===== src/rtl/spi_controller.sv =====
// SPI mode-0 initiator: MSB first, one byte per accepted start, CS_N held across bytes until 'last'.
// Define SPI_MISO_SYNC_EN to pass MISO through a 2-flop synchronizer (requires HALF_PERIOD >= 3).
module spi_controller #(
  parameter int unsigned HALF_PERIOD = 2
) (
  input  logic       clk,
  input  logic       rst_n,
  input  logic       start,
  input  logic [7:0] tx_data,
  input  logic       last,
  output logic       ready,
  output logic       done,
  output logic [7:0] rx_data,
  output logic       spi_cs_n,
  output logic       spi_sck,
  output logic       spi_mosi,
  input  logic       spi_miso
);

  localparam int unsigned CntW = $clog2(HALF_PERIOD + 1);
  localparam logic [CntW-1:0] HpLast = CntW'(HALF_PERIOD - 1);

  typedef enum logic [2:0] {StIdle, StLead, StXfer, StTrail, StGap} state_e;

  state_e          state_q;
  logic [CntW-1:0] hp_cnt_q;
  logic [2:0]      bit_cnt_q;
  logic [7:0]      tx_sr_q;
  logic [7:0]      rx_sr_q;
  logic            last_q;
  logic            miso_s;
  logic            accept;
  logic            hp_end;

  if (HALF_PERIOD < 1) begin : g_hp_chk
    $error("spi_controller: HALF_PERIOD must be >= 1");
  end

`ifdef SPI_MISO_SYNC_EN
  if (HALF_PERIOD < 3) begin : g_sync_chk
    $error("spi_controller: HALF_PERIOD must be >= 3 with SPI_MISO_SYNC_EN");
  end

  localparam bit SampleOnFall = 1'b1;
  logic [1:0] miso_sync_q;

  always_ff @(posedge clk or negedge rst_n) begin
    if (!rst_n) begin
      miso_sync_q <= 2'b00;
    end else begin
      miso_sync_q <= {miso_sync_q[0], spi_miso};
    end
  end

  assign miso_s = miso_sync_q[1];
`else
  localparam bit SampleOnFall = 1'b0;
  assign miso_s = spi_miso;
`endif

  // The done cycle is already spent in GAP, so it must not look ready yet.
  assign ready  = (state_q == StIdle) || ((state_q == StGap) && !done);
  assign accept = start && ready;
  assign hp_end = (hp_cnt_q == HpLast);

  always_ff @(posedge clk or negedge rst_n) begin
    if (!rst_n) begin
      state_q   <= StIdle;
      hp_cnt_q  <= '0;
      bit_cnt_q <= 3'd0;
      tx_sr_q   <= 8'h00;
      rx_sr_q   <= 8'h00;
      last_q    <= 1'b0;
      done      <= 1'b0;
      rx_data   <= 8'h00;
      spi_cs_n  <= 1'b1;
      spi_sck   <= 1'b0;
      spi_mosi  <= 1'b0;
    end else begin
      done <= 1'b0;
      case (state_q)
        StIdle, StGap: begin
          if (accept) begin
            tx_sr_q  <= tx_data;
            last_q   <= last;
            spi_mosi <= tx_data[7];
            spi_cs_n <= 1'b0;
            hp_cnt_q <= '0;
            state_q  <= StLead;
          end
        end
        StLead: begin
          if (hp_end) begin
            hp_cnt_q  <= '0;
            bit_cnt_q <= 3'd0;
            spi_sck   <= 1'b1;
            if (!SampleOnFall) rx_sr_q <= {rx_sr_q[6:0], miso_s};
            state_q   <= StXfer;
          end else begin
            hp_cnt_q <= hp_cnt_q + 1'b1;
          end
        end
        StXfer: begin
          if (!hp_end) begin
            hp_cnt_q <= hp_cnt_q + 1'b1;
          end else begin
            hp_cnt_q <= '0;
            if (spi_sck) begin
              spi_sck <= 1'b0;
              if (SampleOnFall) rx_sr_q <= {rx_sr_q[6:0], miso_s};
              // After the 8th fall mosi keeps bit 0 rather than shifting in filler.
              if (bit_cnt_q != 3'd7) begin
                tx_sr_q  <= {tx_sr_q[6:0], 1'b0};
                spi_mosi <= tx_sr_q[6];
              end
            end else if (bit_cnt_q == 3'd7) begin
              done    <= 1'b1;
              rx_data <= rx_sr_q;
              state_q <= last_q ? StTrail : StGap;
            end else begin
              bit_cnt_q <= bit_cnt_q + 3'd1;
              spi_sck   <= 1'b1;
              if (!SampleOnFall) rx_sr_q <= {rx_sr_q[6:0], miso_s};
            end
          end
        end
        StTrail: begin
          if (hp_end) begin
            hp_cnt_q <= '0;
            spi_cs_n <= 1'b1;
            spi_mosi <= 1'b0;
            state_q  <= StIdle;
          end else begin
            hp_cnt_q <= hp_cnt_q + 1'b1;
          end
        end
        default: state_q <= StIdle;
      endcase
    end
  end

endmodule

===== config.mk =====
export PLATFORM = sky130hd
export DESIGN_NAME = spi_controller
export DESIGN_NICKNAME = d
export VERILOG_FILES = /design/src/rtl/spi_controller.sv
export SDC_FILE = /design/constraint.sdc
export NUM_CORES = 1
export LEC_CHECK = 0
export CAP_MARGIN = 5
export CELL_PAD_IN_SITES_DETAIL_PLACEMENT = 1
export CELL_PAD_IN_SITES_GLOBAL_PLACEMENT = 1
export CORE_ASPECT_RATIO = 0.7
export CORE_UTILIZATION = 35
export DETAILED_ROUTE_END_ITERATION = 10
export PLACE_DENSITY_LB_ADDON = 0.15
export SETUP_SLACK_MARGIN = 0.3
export SYNTH_ARGS = -nofsm -noshare
export SYNTH_HDL_FRONTEND = slang
export SYNTH_SLANG_ARGS = --single-unit

===== constraint.sdc =====
create_clock -name clk -period 2.5 [get_ports clk]
set_clock_uncertainty 0.15 [all_clocks]
set_input_delay 0.75 -clock clk [delete_from_list [all_inputs] [get_ports clk]]
set_output_delay 0.75 -clock clk [all_outputs]
set_load 0.02 [all_outputs]

==> results.ini, run 1 <==
[status]
status=complete, but fails checks
violations=design-rule violations

[timing]
tightest_slew_ns=0.647
drv_slew=0
tns_ns=0
finalSetupViolations=0
slew_headroom=0.569
grt_setup_unrepaired=yes
fmax_mhz=464
hold_ws_ns=0.365
finalHoldViolations=0
period_minus_slack_ns=2.16
timing.final.crit_share=0.863

[grt]
grt_max_degree=37
grt_first_pass_wirelength_mm=6.46
track_usage=0.174
met1_usage=0.218
grt-ovfl-total=0
use_met2=0.293
antenna_found_initial=0
grt.busiest_layer=met2
met3_usage=0.0487
grt_pass1_vias=1323

[critical_path]
max_stage_delay_ns=0.41
critPathArrivalTime_ns=1.26
crit_chain=a211oi_1 -> clkbuf_2
worst-setup-path-type=flop to output port
critPathRequiredTime_ns=1.60
startpoint_type=flop
critPathSlowestCell=dfrtp_1
critPathMaxFanout=4
end_kind=output port

[routing]
ant_nets=0
drt_iter0_markers=43
dr.pass1.iters=7
drt-total-wl_mm=3.82
viasPerCell=5.32
drcViolationCount=2
post_drt_wl_per_cell_microns=17.4
num_vias=1166

[layout]
layout.nets=178
stdcell_area_sq_um=2060
drive_above_1_share=0.268
area_delta_synth_final_pct=24.8
diodes=0
mostFrequentLayoutCells=35 x dfrtp_1, 21 x mux2_2, 19 x clkdlybuf4s50_1, 7 x nand2_1, 7 x buf_4
mostFrequentLayoutCell=dfrtp_1

[die]
die_area_sq_um=5000
std_cell_rows=20
die_x_microns=84.1
start_util=0.373
io_pins=26
core_area_sq_um=4430
die_y_microns=59.5

[pwr]
p_seq_frac=0.386
switching_share=0.372
clockPowerShare=0.161
p_leak_uw=0.000968
p_int_uw=1540
p_sw_uw=909
p_per_area_nw_per_um2=1190
combPwrFrac=0.453
vdd_drop_max_mv=0.440

[place]
gp_congestion=0.810
dpl_cell_area_sq_um=1980
hpwl_mm=2.75
buffer_ports.inserted=25

[clocking]
htreeDepth=2
clk_latency_ns=0.28
cts_sinks=36
cts_buffer_depth=2
path_clk_slew_ns=0.07
postCtsSetupRepairBufs=0
clockRootBuffer=clkbuf_8
cts_made_buffers=5
cts_tree=yes

[yosys]
synth_area_leader_cell=dfrtp_1
synth_seq_cells=36
netlist_area_sq_um=1650
yosysWarnings=0
ys_types=39
yosysTopAreaCellShare=0.531
synthCells=131
ys_seq_area_frac=0.547
syn_nets=146
synth_area_per_cell_sq_um=12.6
synth.area.top_cells=dfrtp_1 53%, mux2_2 14%, a2bb2oi_1 3.2%

[min_path]
hp-class=flop to flop

[job]
cap_violations=0

-- critical path, delay by kind of cell (launching register included) --
kind,cells,cell delay (ns)
compound gates,1,0.33
flops,1,0.41
buf+inv,1,0.23
-- flip-flops by register name, indices dropped and copies added, names as in the netlist --
name and flops:
last_q 1, spi_sck 1, rx_sr_q 8, tx_sr_q 7, state_q 3, done 1
spi_cs_n 1, hp_cnt_q 2, bit_cnt_q 3, spi_mosi 1, rx_data 8
-- cell type report --
cell class	count	area, sq um
Multi-Input combinational cell	85	697
Inverter	3	11.3
Tap cell	55	68.8
Clock buffer	7	76.3
Sequential cell	36	902
Timing Repair Buffer	32	299
Clock inverter	1	5.00
Fill cell	473	2370
-- power groups by stage --
stage          combinational (uW)  clock [uW]  sequential (uW)
2_1_floorplan                 794           0              942
3_3_place_gp                 1080           0              939
3_5_place_dp                 1130           0              955
4_1_cts                      1130         413              944
5_1_grt                      1220         439              974
6_report                     1110         395              943
-- cells in the mapped netlist (all sizes together) --
master / count
mux2i: 1
buf: 6
nand4: 1
nor4b: 1
or3: 1
inv: 3
o211a: 1
clkbuf: 1
nand2b: 5
and3: 1
nand3: 2
dfstp: 1
a21oi: 1
nand2: 8
o21ai: 6
nor2b: 3
a22o: 2
and2: 1
o22ai: 6
or3b: 1
a21boi: 1
a32o: 1
o2bb2ai: 1
dfrtp: 35
a211oi: 1
nor2: 5
a22oi: 1
a221oi: 1
mux2: 21
nor3b: 1
a2bb2oi: 6
ha: 2
nor4: 1
a21o: 2
-- metal layers --
metal,share of wire,vias up,wire length (microns)
met1,0.47,584,1800
met3,0.042,9,159
met4,0.017,0,66
li1,-,547,-
met2,0.47,26,1790
met5,0,-,0
-- worst paths after layout --
| kind | cells after the start | endpoint | start | slack (ns) |
|---|---|---|---|---|
| min reg2reg | 1 | rx_data[0] | rx_data[0] | 0.37 |
| max | 2 | ready | done | 0.34 |
| max in group asynchronous | 2 | spi_cs_n | rst_n | 1.11 |
| min in group asynchronous | 2 | last_q | rst_n | 0.74 |
| min | 1 | rx_data[0] | rx_data[0] | 0.37 |
| max reg2reg | 5 | rx_sr_q[1] | bit_cnt_q[0] | 0.42 |
-- logic make-up (layout without fill, tap and decap cells) --
| logic type | Yosys count | after routing | share of synthesized area |
|---|---|---|---|
| buf+inv | 10 | 43 | 0.0334 |
| mux | 22 | 22 | 0.149 |
| fa+ha+maj | 2 | 2 | 0.0152 |
| compound gates | 30 | 30 | 0.140 |
| flops | 36 | 36 | 0.547 |
| simple gates | 31 | 31 | 0.115 |
-- metrics by stage --
| step | util | instances | power (uW) | setup WS (ns) |
|---|---|---|---|---|
| finish | 0.465 | 219 | 2450 | 0.343 |
| global route | 0.465 | 219 | 2630 | 0.289 |
| CTS | 0.465 | 219 | 2490 | 0.196 |
| detailed placement | 0.447 | 211 | 2090 | 0.103 |
| global placement | 0.447 | 211 | 2020 | 0.259 |
| floorplan | - | 131 | 1740 | 0.456 |
-- repair_timing --
item	4_1_cts	5_1_grt
resized for setup	5	5
hold buffers	0	0
endpoints found under the setup margin	15	3
Power figures use the tool's default switching activity.
==> run 2: changes to the inputs <==
CELL_PAD_IN_SITES_DETAIL_PLACEMENT = 0   (was 1)
CELL_PAD_IN_SITES_GLOBAL_PLACEMENT = 2   (was 1)
==> results.ini, run 2 (same netlist as run 1, synthesis figures left out) <==
[timing]
hold_ws_ns=0.357
timing.final.crit_share=0.858
drv_slew=0
slew_headroom=0.611
grt_setup_unrepaired=no
finalHoldViolations=0
tns_ns=0
tightest_slew_ns=0.584
fmax_mhz=466
finalSetupViolations=0
period_minus_slack_ns=2.15

[grt]
grt-ovfl-total=0
grt_pass1_vias=1145
antenna_found_initial=0
track_usage=0.157
grt_max_degree=37
grt_first_pass_wirelength_mm=5.91

[job]
cap_violations=0

[routing]
viasPerCell=5.10
num_vias=1117
dr.pass1.iters=7
drt_iter0_markers=93
drcViolationCount=4
drt-total-wl_mm=3.38
ant_nets=0
post_drt_wl_per_cell_microns=15.4

[critical_path]
critPathMaxFanout=2
end_kind=output port
worst-setup-path-type=flop to output port
max_stage_delay_ns=0.61
critPathSlowestCell=clkdlybuf4s50_1
crit_family=buffers and inverters
critPathArrivalTime_ns=1.25
reg2reg_from=state_q[0]
crit_start=rx_data[3]
critPathRequiredTime_ns=1.60
worst-path-buf-inv=1
startpoint_type=flop
crit_chain=clkdlybuf4s50_1

[status]
violations=design-rule violations
status=complete, but fails checks

[die]
die_x_microns=84.1
std_cell_rows=20
die_area_sq_um=5000
die_y_microns=59.5
io_pins=26
start_util=0.373
core_area_sq_um=4430

[pwr]
vdd_drop_max_mv=0.354
combPwrFrac=0.428
switching_share=0.357
p_seq_frac=0.371
clockPowerShare=0.201
p_sw_uw=908
p_leak_uw=0.000963
p_int_uw=1640
p_per_area_nw_per_um2=1220

[clocking]
cts_sinks=36
clk_latency_ns=0.29
path_clk_slew_ns=0.07
htreeDepth=2
cts_buffer_depth=2
cts_tree=yes
cts_made_buffers=5
clockRootBuffer=clkbuf_8

[layout]
final_cells=219
mostFrequentLayoutCell=dfrtp_1
area_delta_synth_final_pct=26.8
drive_above_1_share=0.287
diodes=0
layout.nets=178
top_regs=rx_data (8), rx_sr_q (8), tx_sr_q (7)
mostFrequentLayoutCells=35 x dfrtp_1, 21 x mux2_2, 20 x clkdlybuf4s50_1, 7 x nand2_1, 7 x buf_4

[place]
hpwl_mm=2.30
buffer_ports.inserted=25
gp_congestion=0.750
dp.cells=211

[min_path]
hold_start=rx_data[4]
hp-class=flop to flop

run 2: cell types whose count changed in the layout (fill, tap and decap cells not counted), sizes merged:
cell	before	now
clkdlybuf4s50	19	20
dlymetal6s2s	2	1
clkinvlp	0	1
clkbuf	8	6
bufinv	0	1
run 2: path summary, 6_finish.rpt:
kind                              end  slack, ns  cells past startpoint
max reg2reg                tx_sr_q[3]       0.47                      5
min reg2reg                rx_data[4]       0.36                      1
max                        rx_data[3]       0.35                      1
min in group asynchronous  rx_data[7]       0.73                      2
min                        rx_data[4]       0.36                      1
max in group asynchronous    spi_cs_n       1.12                      2
run 2: cell type report:
| cell class | count | area, sq um |
|---|---|---|
| tap | 55 | 68.8 |
| clock buffer | 5 | 68.8 |
| inverter | 3 | 11.3 |
| timing repair buffer | 32 | 297 |
| sequential | 36 | 902 |
| fill | 397 | 2340 |
| multi-input combinational | 85 | 702 |
| clock inverter | 3 | 42.5 |
run 2: power groups by stage:
| stage | registers, uW | clock network (uW) | logic [uW] |
|---|---|---|---|
| after floorplan | 942 | 0 | 794 |
| after global routing | 981 | 555 | 1200 |
| after CTS | 943 | 532 | 1090 |
| final | 944 | 511 | 1090 |
| after global placement | 946 | 0 | 1080 |
| after detailed placement | 955 | 0 | 1100 |
run 2: routing by layer:
layer / wire length, microns / vias up / track usage
met5: 0 / - / 0
met4: 55 / 0 / 0.0739
met3: 119 / 7 / 0.0376
met2: 1420 / 21 / 0.221
met1: 1790 / 544 / 0.228
li1: - / 545 / -
run 2: repair_timing:
item	in CTS	in global routing
resized for setup	5	5
hold buffers	0	0
hold endpoints to repair	0	0
pin swaps	0	0
buffers inserted	0	0
setup endpoints to repair	12	2
gates cloned	0	0
run 2: stage by stage:
step	total power (uW)	worst slack (ns)	util	cell area, sq um
after floorplan	1740	0.456	-	1650
after global placement	2030	0.251	0.447	1980
after detailed placement	2050	0.196	0.447	1980
after CTS	2570	0.225	0.471	2090
after global routing	2730	0.305	0.472	2090
final	2540	0.354	0.472	2090
